[config.mk]
export PLATFORM = sky130hd
export DESIGN_NAME = ll_fifo_mc_scoreboard_flat
export DESIGN_NICKNAME = d
export VERILOG_FILES = /design/src/rtl/ll_fifo_mc_scoreboard_if.sv /design/src/rtl/ll_fifo_mc_scoreboard.sv /design/src/flat_wrapper.sv
export SDC_FILE = /design/constraint.sdc
export NUM_CORES = 1
export LEC_CHECK = 0
export BUFFER_PORTS_ARGS = -buffer_cell sky130_fd_sc_hd__buf_2
export CELL_PAD_IN_SITES_DETAIL_PLACEMENT = 0
export CELL_PAD_IN_SITES_GLOBAL_PLACEMENT = 1
export CORE_UTILIZATION = 41
export DETAILED_ROUTE_END_ITERATION = 12
export GPL_TIMING_DRIVEN = 1
export PLACE_DENSITY_LB_ADDON = 0.1
export SLEW_MARGIN = 0
export SYNTH_ARGS = -nofsm -noshare
export SYNTH_HDL_FRONTEND = slang
export SYNTH_SLANG_ARGS = --single-unit
[constraint.sdc]
create_clock -name clk -period 2.4 [get_ports clk]
set_input_delay 0.24 -clock clk [delete_from_list [all_inputs] [get_ports clk]]
set_output_delay 0.24 -clock clk [all_outputs]
set_load 0.02 [all_outputs]
[src/rtl/ll_fifo_mc_scoreboard_if.sv]
// Observation bundle between a linked-list FIFO bench and its magic-packet scoreboard.
// No latency of its own; it only carries nets.
// No backpressure: the scoreboard passively watches and never stalls the FIFO.
interface ll_fifo_mc_scoreboard_if #(
  parameter int WIDTH     = 4,
  parameter int NUM_FIFOS = 2
);
  localparam int SEL_WIDTH = (NUM_FIFOS > 1) ? $clog2(NUM_FIFOS) : 1;

  // FIFO traffic and capture request, driven by the bench / FIFO side
  logic                 push;
  logic                 pop;
  logic [SEL_WIDTH-1:0] push_sel;
  logic [SEL_WIDTH-1:0] pop_sel;
  logic [WIDTH-1:0]     data_in;
  logic [WIDTH-1:0]     data_out;
  logic                 start;
  logic [SEL_WIDTH-1:0] watch_sel;

  // Scoreboard status
  logic                 armed;
  logic [SEL_WIDTH-1:0] trk_chan;
  logic                 data_out_vld;
  logic                 prop_signal;
  logic                 done;
  logic                 err_ovf;
  logic                 err_udf;

  modport master (
    output push, pop, push_sel, pop_sel, data_in, data_out, start, watch_sel,
    input  armed, trk_chan, data_out_vld, prop_signal, done, err_ovf, err_udf
  );

  modport slave (
    input  push, pop, push_sel, pop_sel, data_in, data_out, start, watch_sel,
    output armed, trk_chan, data_out_vld, prop_signal, done, err_ovf, err_udf
  );
endinterface

[src/rtl/ll_fifo_mc_scoreboard.sv]
// Multi-channel magic-packet scoreboard: captures one word on a watched channel and checks it on exit.
// data_out_vld/prop_signal are combinational with pop; done follows the magic pop by one cycle.
// Never backpressures; overflow/underflow are flagged sticky and the counters saturate.
module ll_fifo_mc_scoreboard #(
  parameter int WIDTH     = 4,
  parameter int DEPTH     = 2,
  parameter int NUM_FIFOS = 2,
  parameter int REARM     = 0
) (
  input logic                   clk,
  input logic                   rst_n,
  ll_fifo_mc_scoreboard_if.slave sb
);
  localparam int PTR_WIDTH = $clog2(DEPTH);
  localparam int SEL_WIDTH = (NUM_FIFOS > 1) ? $clog2(NUM_FIFOS) : 1;
  localparam int CW        = PTR_WIDTH + 1;
  localparam logic [CW-1:0] DEPTH_C = CW'(DEPTH);
  localparam logic [CW-1:0] ONE_C   = CW'(1);

  typedef enum logic [1:0] {IDLE, ARMED, DONE} state_t;

  state_t               state_q, state_d;
  logic [CW-1:0]        cnt_q [NUM_FIFOS];
  logic [CW-1:0]        cnt_d [NUM_FIFOS];
  logic [CW-1:0]        tot_q, tot_d;
  logic [CW-1:0]        ahead_q, ahead_d;
  logic [WIDTH-1:0]     magic_q, magic_d;
  logic [SEL_WIDTH-1:0] trk_q, trk_d;
  logic                 ovf_q, udf_q;

  logic [CW-1:0]        cnt_pop, cnt_push;
  logic                 full, pop_eff, push_eff;
  logic                 ovf_set, udf_set;
  logic                 cap, trk_pop, vld;

  // Occupancy of the channels addressed by this cycle's push and pop
  always_comb begin
    cnt_pop  = '0;
    cnt_push = '0;
    for (int c = 0; c < NUM_FIFOS; c++) begin
      if (sb.pop_sel == SEL_WIDTH'(c))  cnt_pop  = cnt_q[c];
      if (sb.push_sel == SEL_WIDTH'(c)) cnt_push = cnt_q[c];
    end
  end

  // A pop of an empty channel or a push into a full FIFO is ignored by the counters
  assign full     = (tot_q == DEPTH_C);
  assign pop_eff  = sb.pop & (cnt_pop != '0);
  assign push_eff = sb.push & (~full | pop_eff);
  assign ovf_set  = sb.push & full & ~sb.pop;
  assign udf_set  = sb.pop & (cnt_pop == '0);

  // Next-state occupancy per channel and in total
  always_comb begin
    tot_d = tot_q;
    if (push_eff && !pop_eff)      tot_d = tot_q + ONE_C;
    else if (pop_eff && !push_eff) tot_d = tot_q - ONE_C;
    for (int c = 0; c < NUM_FIFOS; c++) begin
      cnt_d[c] = cnt_q[c];
      if ((push_eff && sb.push_sel == SEL_WIDTH'(c)) && !(pop_eff && sb.pop_sel == SEL_WIDTH'(c)))
        cnt_d[c] = cnt_q[c] + ONE_C;
      else if ((pop_eff && sb.pop_sel == SEL_WIDTH'(c)) && !(push_eff && sb.push_sel == SEL_WIDTH'(c)))
        cnt_d[c] = cnt_q[c] - ONE_C;
    end
  end

  assign cap     = sb.start & sb.push & (sb.push_sel == sb.watch_sel);
  assign trk_pop = sb.pop & (sb.pop_sel == trk_q);

  // Capture/track/check sequencing; ahead counts entries still in front of the magic word
  always_comb begin
    state_d = state_q;
    ahead_d = ahead_q;
    magic_d = magic_q;
    trk_d   = trk_q;
    vld     = 1'b0;
    case (state_q)
      IDLE: begin
        if (cap) begin
          state_d = ARMED;
          magic_d = sb.data_in;
          trk_d   = sb.push_sel;
          // a same-channel pop in the capture cycle removes one entry from in front
          ahead_d = cnt_push - ((pop_eff && sb.pop_sel == sb.push_sel) ? ONE_C : '0);
        end
      end
      ARMED: begin
        if (trk_pop) begin
          if (ahead_q == '0) begin
            vld     = 1'b1;
            state_d = DONE;
          end else begin
            ahead_d = ahead_q - ONE_C;
          end
        end
      end
      DONE: begin
        if (REARM != 0) state_d = IDLE;
      end
      default: state_d = IDLE;
    endcase
  end

  // Scoreboard state registers
  always_ff @(posedge clk or negedge rst_n) begin
    if (!rst_n) begin
      state_q <= IDLE;
      ahead_q <= '0;
      magic_q <= '0;
      trk_q   <= '0;
    end else begin
      state_q <= state_d;
      ahead_q <= ahead_d;
      magic_q <= magic_d;
      trk_q   <= trk_d;
    end
  end

  // Occupancy counters, tracked in every state
  always_ff @(posedge clk or negedge rst_n) begin
    if (!rst_n) begin
      tot_q <= '0;
      for (int c = 0; c < NUM_FIFOS; c++) cnt_q[c] <= '0;
    end else begin
      tot_q <= tot_d;
      for (int c = 0; c < NUM_FIFOS; c++) cnt_q[c] <= cnt_d[c];
    end
  end

  // Sticky protocol-violation flags
  always_ff @(posedge clk or negedge rst_n) begin
    if (!rst_n) begin
      ovf_q <= 1'b0;
      udf_q <= 1'b0;
    end else begin
      ovf_q <= ovf_q | ovf_set;
      udf_q <= udf_q | udf_set;
    end
  end

  assign sb.armed        = (state_q == ARMED);
  assign sb.done         = (state_q == DONE);
  assign sb.trk_chan     = trk_q;
  assign sb.data_out_vld = vld;
  assign sb.prop_signal  = ~vld | (sb.data_out == magic_q);
  assign sb.err_ovf      = ovf_q;
  assign sb.err_udf      = udf_q;
endmodule

[src/flat_wrapper.sv]
// flat-port wrapper written by rule: the top's interface ports become plain ports
module ll_fifo_mc_scoreboard_flat 
#(
  parameter int WIDTH     = 4,
  parameter int DEPTH     = 2,
  parameter int NUM_FIFOS = 2,
  parameter int REARM     = 0
)
  (clk, rst_n, sb_push, sb_pop, sb_push_sel, sb_pop_sel, sb_data_in, sb_data_out, sb_start, sb_watch_sel, sb_armed, sb_trk_chan, sb_data_out_vld, sb_prop_signal, sb_done, sb_err_ovf, sb_err_udf);
  ll_fifo_mc_scoreboard_if #(.WIDTH(WIDTH), .NUM_FIFOS(NUM_FIFOS)) sb_i ();
  input logic clk;
  input logic rst_n;
  input wire logic [$bits(sb_i.push)-1:0] sb_push;
  input wire logic [$bits(sb_i.pop)-1:0] sb_pop;
  input wire logic [$bits(sb_i.push_sel)-1:0] sb_push_sel;
  input wire logic [$bits(sb_i.pop_sel)-1:0] sb_pop_sel;
  input wire logic [$bits(sb_i.data_in)-1:0] sb_data_in;
  input wire logic [$bits(sb_i.data_out)-1:0] sb_data_out;
  input wire logic [$bits(sb_i.start)-1:0] sb_start;
  input wire logic [$bits(sb_i.watch_sel)-1:0] sb_watch_sel;
  output wire logic [$bits(sb_i.armed)-1:0] sb_armed;
  output wire logic [$bits(sb_i.trk_chan)-1:0] sb_trk_chan;
  output wire logic [$bits(sb_i.data_out_vld)-1:0] sb_data_out_vld;
  output wire logic [$bits(sb_i.prop_signal)-1:0] sb_prop_signal;
  output wire logic [$bits(sb_i.done)-1:0] sb_done;
  output wire logic [$bits(sb_i.err_ovf)-1:0] sb_err_ovf;
  output wire logic [$bits(sb_i.err_udf)-1:0] sb_err_udf;
  assign sb_i.push = sb_push;
  assign sb_i.pop = sb_pop;
  assign sb_i.push_sel = sb_push_sel;
  assign sb_i.pop_sel = sb_pop_sel;
  assign sb_i.data_in = sb_data_in;
  assign sb_i.data_out = sb_data_out;
  assign sb_i.start = sb_start;
  assign sb_i.watch_sel = sb_watch_sel;
  assign sb_armed = sb_i.armed;
  assign sb_trk_chan = sb_i.trk_chan;
  assign sb_data_out_vld = sb_i.data_out_vld;
  assign sb_prop_signal = sb_i.prop_signal;
  assign sb_done = sb_i.done;
  assign sb_err_ovf = sb_i.err_ovf;
  assign sb_err_udf = sb_i.err_udf;
  ll_fifo_mc_scoreboard #(.WIDTH(WIDTH), .DEPTH(DEPTH), .NUM_FIFOS(NUM_FIFOS), .REARM(REARM)) u_core (.clk(clk), .rst_n(rst_n), .sb(sb_i));
endmodule
# Word level (Yosys, flattened, before mapping)
# Cells that the tools add are included.
dict set report classes {
  n_eq_ne 11
  muxes 20
  bitwise_logic 18
  n_reduce_logical 28
  add_sub_neg 8
}
# operator n
set ops {}
lappend ops {{2-bit 2-to-1 mux} 14}
lappend ops {{1-bit logical AND} 11}
lappend ops {{2-bit nonzero test} 5}
lappend ops {{1-bit AND} 8}
lappend ops {{4-bit AND reduction} 2}
lappend ops {{2-bit by 1-bit subtractor with 2-bit output, second input constant} 4}
lappend ops {{2-bit by 1-bit adder with 2-bit output, second input constant} 3}
lappend ops {{1-bit zero test} 6}
lappend ops {{2-bit zero test} 3}
lappend ops {{2-bit by 1-bit != test with 1-bit output, second input constant} 3}
lappend ops {{1-bit NOT} 6}
lappend ops {{2-bit one-hot mux with 3 select lines} 1}
lappend ops {{2-bit equality test, second input constant} 2}
lappend ops {{4-bit equality test} 1}
lappend ops {{1-bit 2-to-1 mux} 4}
lappend ops {{1-bit bitwise OR} 4}
lappend ops {{2-bit one-hot mux with 2 select lines} 1}
lappend ops {{1-bit equality test} 3}
lappend ops {{2-bit by 1-bit equality test with 1-bit output, second input constant} 1}
lappend ops {{2-bit != test, second input constant} 1}
lappend ops {{2-bit AND reduction} 1}
lappend ops {{2-bit subtractor} 1}
dict set report word_totals {
  output_inout_bits 7
  elab_cells 94
  input_bits 16
  ff_bits 17
}

# Logic depth before layout (Yosys ltp)
dict set report depth {
  depth_word 10
  depth_mapped 9
  mapped_depth_nobuf 8
}

# Worst setup path after synthesis
# OpenSTA, ideal clock, no wires.
dict set report synth_timing {
  path_type {reg-to-reg}
  startpoint {register u_core.cnt_q[0] (netlist name)}
  endpoint {register u_core.cnt_q[1] (netlist name)}
  n_path_buf 0
  required_time_ns 2.321
  t_arrival_ns 1.736
  period_less_slack_ns 1.815
  setup_time_ns 0.079
  stages_incl_launch_ff 8
  setup_slack_ns 0.585
  cell_sequence {dfrtp_1 > or3b_4 > o311ai_4 > a21boi_4 > and2_1 > ha_1 > nor2_1 > xor2_1}
}
dict set report synth_via {
  elab_chain_cells 9
  elab_cells_between_ends 16
  cone_classes {add/sub: 2; mux: 3; bitwise: 3; reduce/logical: 8}
}
# element line
set synth_lines {}
lappend synth_lines {{start, declared} ll_fifo_mc_scoreboard.sv:23} ;# logic [CW-1:0] cnt_q [NUM_FIFOS];
lappend synth_lines {{2-bit 2-to-1 mux} ll_fifo_mc_scoreboard.sv:41} ;# if (sb.pop_sel == SEL_WIDTH'(c)) cnt_pop = cnt_q[c];
lappend synth_lines {{2-bit nonzero test} ll_fifo_mc_scoreboard.sv:48} ;# assign pop_eff = sb.pop & (cnt_pop != '0);
lappend synth_lines {{1-bit AND} ll_fifo_mc_scoreboard.sv:48}
lappend synth_lines {{1-bit bitwise OR} ll_fifo_mc_scoreboard.sv:49} ;# assign push_eff = sb.push & (~full | pop_eff);
lappend synth_lines {{1-bit AND} ll_fifo_mc_scoreboard.sv:49}
lappend synth_lines {{1-bit logical AND} {ll_fifo_mc_scoreboard.sv:60, ll_fifo_mc_scoreboard.sv:62}}
lappend synth_lines {{1-bit zero test} ll_fifo_mc_scoreboard.sv:62} ;# else if ((pop_eff && sb.pop_sel == SEL_WIDTH'(c)) && !(push_eff && sb.push_sel == SEL_WIDTH'(c)))
lappend synth_lines {{1-bit logical AND} ll_fifo_mc_scoreboard.sv:62}
lappend synth_lines {{2-bit nonzero test (no source line)} n/a}
# Several ways; a longest one is shown, not always the timed one. The select of a mux whose other input is x is not followed.
# A chain may end at the register's enable or synchronous reset.

# Final worst setup path
# Same ends and word-level chain as after synthesis.

==> run summary <==
number of I/O pins = 23
fin util = 0.519
Flop pwr share = 0.427
die area = 0.00272 mm2
drt drc = 0
Clk pwr share = 0.120
CTS buffer count = 3
top-count cell post-synth = dfrtp_1
clk root buf = clkbuf_4
dpl cells = 132
Reg clk slew, reported paths = 0.11 ns
RSZ-0062 raised after global routing = no
post-layout power = 1.31 mW
Post-CTS Setup Repair Bufs = 0
critical path type = reg2reg
Synth top area share = 0.413
Core Rows = 17
CTS tree = done
synthesized area = 0.00103 mm2
pre-CTS setup slack = 0.476 ns
Nets = 131
leakage = 0.574 nW
post-route ant nets = 0
Starting Density = 0.449
Net Sw Frac = 0.386
worst-case reg-to-reg path depth = 7
Worst IR Drop VDD = 0.460 mV
combinational share of power = 0.453
Max-slew headroom = 0.733
Final Hold Vio Count = 0
Final Skew = 0.00417 ns
vias in the first global route = 625
Worst Setup SP = u_core.cnt_q[0]$_DFFE_PN0P_
Routed WL per cell = 13.2 um
chip width = 52.1 um
Reg2Reg Setup Slack = 0.48 ns
net switching power figure = 0.506 mW
Tmin final = 1.92 ns
grt ovf = 0
worst r2r dst = u_core.cnt_q[1]$_DFFE_PN0P_
initial antenna violation count = 0
Crit. End Element = flip-flop
Post-Layout Cell Count = 137
setup TNS = 0 ns
Max Cap Viol = 0
Syn Inst Count = 84
status = complete, no violations
Layout area overhead = 15.5%
routability-driven placement congestion ratio = 0.687
share of layout cells above drive strength 1 = 0.385
kind of start point of the critical path = flip-flop
most area-consuming cells after synthesis = dfrtp_1 (41%), xor2_1 (9.3%), mux2_4 (7.3%)
PD cells = 1100 mW/mm2
Final Max Tran Viols = 0
DR iter-0 viols = 2
H-Tree Depth = 1
die height = 52.1 um
Total Routing Usage GR = 0.156
core area = 0.00230 mm2
largest net degree at the start of global routing = 18
DP HPWL = 1350 um
Tightest Pin Transition = 0.400 ns
drt pass-1 iters = 6
DRT Wirelength = 1810 um
via total after detailed routing = 665
Synthesis Warnings = 0
Mapped Nets = 105
register area share after synthesis = 0.413
global-route wire length before repair = 2990 um
internal power = 0.803 mW
worst r2r src = u_core.cnt_q[0]$_DFFE_PN0P_
cell taking the most area after synthesis = dfrtp_1
max frequency = 521 MHz
Bufs on Longest Clock Path = 2
top cells by count, synth = dfrtp_1 (17), xor2_1 (11), nor2_1 (6)
PortBufs = 22
Seq cells post-synth = 17
ys flop type = dfrtp_1
setup ws final = 0.480 ns
period utilization = 0.800
WP data required = 2.63 ns
CP Capture Point = u_core.cnt_q[1]$_DFFE_PN0P_
worst hold start = sb_data_in[0]
Worst Path Arrival = 2.15 ns
Post-synth EDFFs = 0
Syn Area/Cell = 12.3 um2
HP Class = in2reg
final setup fails = 0
diode count = 0
DR vias/cell = 4.85
CTS Sinks = 17
synth unique cells = 29
crit path max fanout = 4
Post-synth ARST share = 1.00
worst skew pair latency = 0.29 ns
registers in the layout, summed over array words and instances (netlist names):
name and flops:
u_core.ahead_q 2, u_core.cnt_q 4, u_core.magic_q 4, u_core.sb.err_ovf 1, u_core.sb.err_udf 1, u_core.sb.trk_chan 1, u_core.state_q 2, u_core.tot_q 2
metrics by stage:
step | cell area, um2 | hold WS [ns]
finish | 1190 | 0.169
floorplan | 1030 | -0.0556
global placement | 1150 | 0.195
CTS | 1190 | 0.162
detailed placement | 1150 | 0.191
global route | 1190 | 0.148
per-layer routing:
| layer | track usage | vias up | part of all wire |
|---|---|---|---|
| met3 | 0.0556 | 2 | 0.054 |
| li1 | - | 339 | - |
| met4 | 0.0395 | 0 | 0.0055 |
| met2 | 0.231 | 19 | 0.43 |
| met1 | 0.216 | 305 | 0.50 |
| met5 | 0 | - | 0 |
kinds of logic after synthesis:
| group | count (synthesis) | share of synthesized area |
|---|---|---|
| fa+ha+maj | 5 | 0.0607 |
| simple gates | 20 | 0.123 |
| compound gates | 9 | 0.0935 |
| mux | 10 | 0.123 |
| xor+xnor | 17 | 0.152 |
| flops | 17 | 0.413 |
| buf+inv | 6 | 0.0364 |
worst min path at each step:
| stage | endpoint | slack, ns | depth (start not counted) |
|---|---|---|---|
| global placement | u_core.tot_q[1]$_DFFE_PN0P_ | 0.19 | 1 |
| floorplan | u_core.ahead_q[0]$_DFFE_PN0P_ | -0.06 | 0 |
| global route | u_core.magic_q[2]$_DFFE_PN0P_ | 0.15 | 2 |
| detailed placement | u_core.tot_q[0]$_DFFE_PN0P_ | 0.19 | 1 |
| CTS | u_core.magic_q[0]$_DFFE_PN0P_ | 0.16 | 2 |
| finish | u_core.magic_q[0]$_DFFE_PN0P_ | 0.17 | 2 |
final cells by class:
class,instances,area (um2)
well taps,28,35.0
flip-flops and latches,17,425
inverters,4,15.0
clock buffers,3,22.5
clock inverters,1,5.00
multi-input cells,61,568
repair buffers,23,120
fillers,208,1110
placed cells by master (no fill, tap or decap), drive strengths merged, types with 2 or more instances in the layout:
master and count:
ha 5, mux2i 4, nand3 2, nand4b 2
buf 22, a21oi 3, xnor2 6, mux2 6
dfrtp 17, nor2b 3, nor2 7, inv 4
or2 2, xor2 11, clkbuf 3
power groups by stage:
stage / sequential, mW / clock, mW / combinational [mW]
after floorplan: 0.551 / 0 / 0.471
after global placement: 0.560 / 0 / 0.591
after CTS: 0.558 / 0.164 / 0.602
final: 0.558 / 0.158 / 0.593
after global routing: 0.578 / 0.180 / 0.658
after detailed placement: 0.561 / 0 / 0.596
critical path: stages (launching register included):
cell and delay, ns:
dfrtp_1 0.44, or3b_4 0.44, o311ai_4 0.10, a21boi_4 0.09
and2_1 0.17, ha_1 0.32, nor2_1 0.13, xor2_1 0.14
repair_timing:
item,4_1_cts,5_1_grt
hold buffers,1,0
endpoints found under the hold margin,17,0
gates resized for setup,0,0
Power figures use the tool's default switching activity.
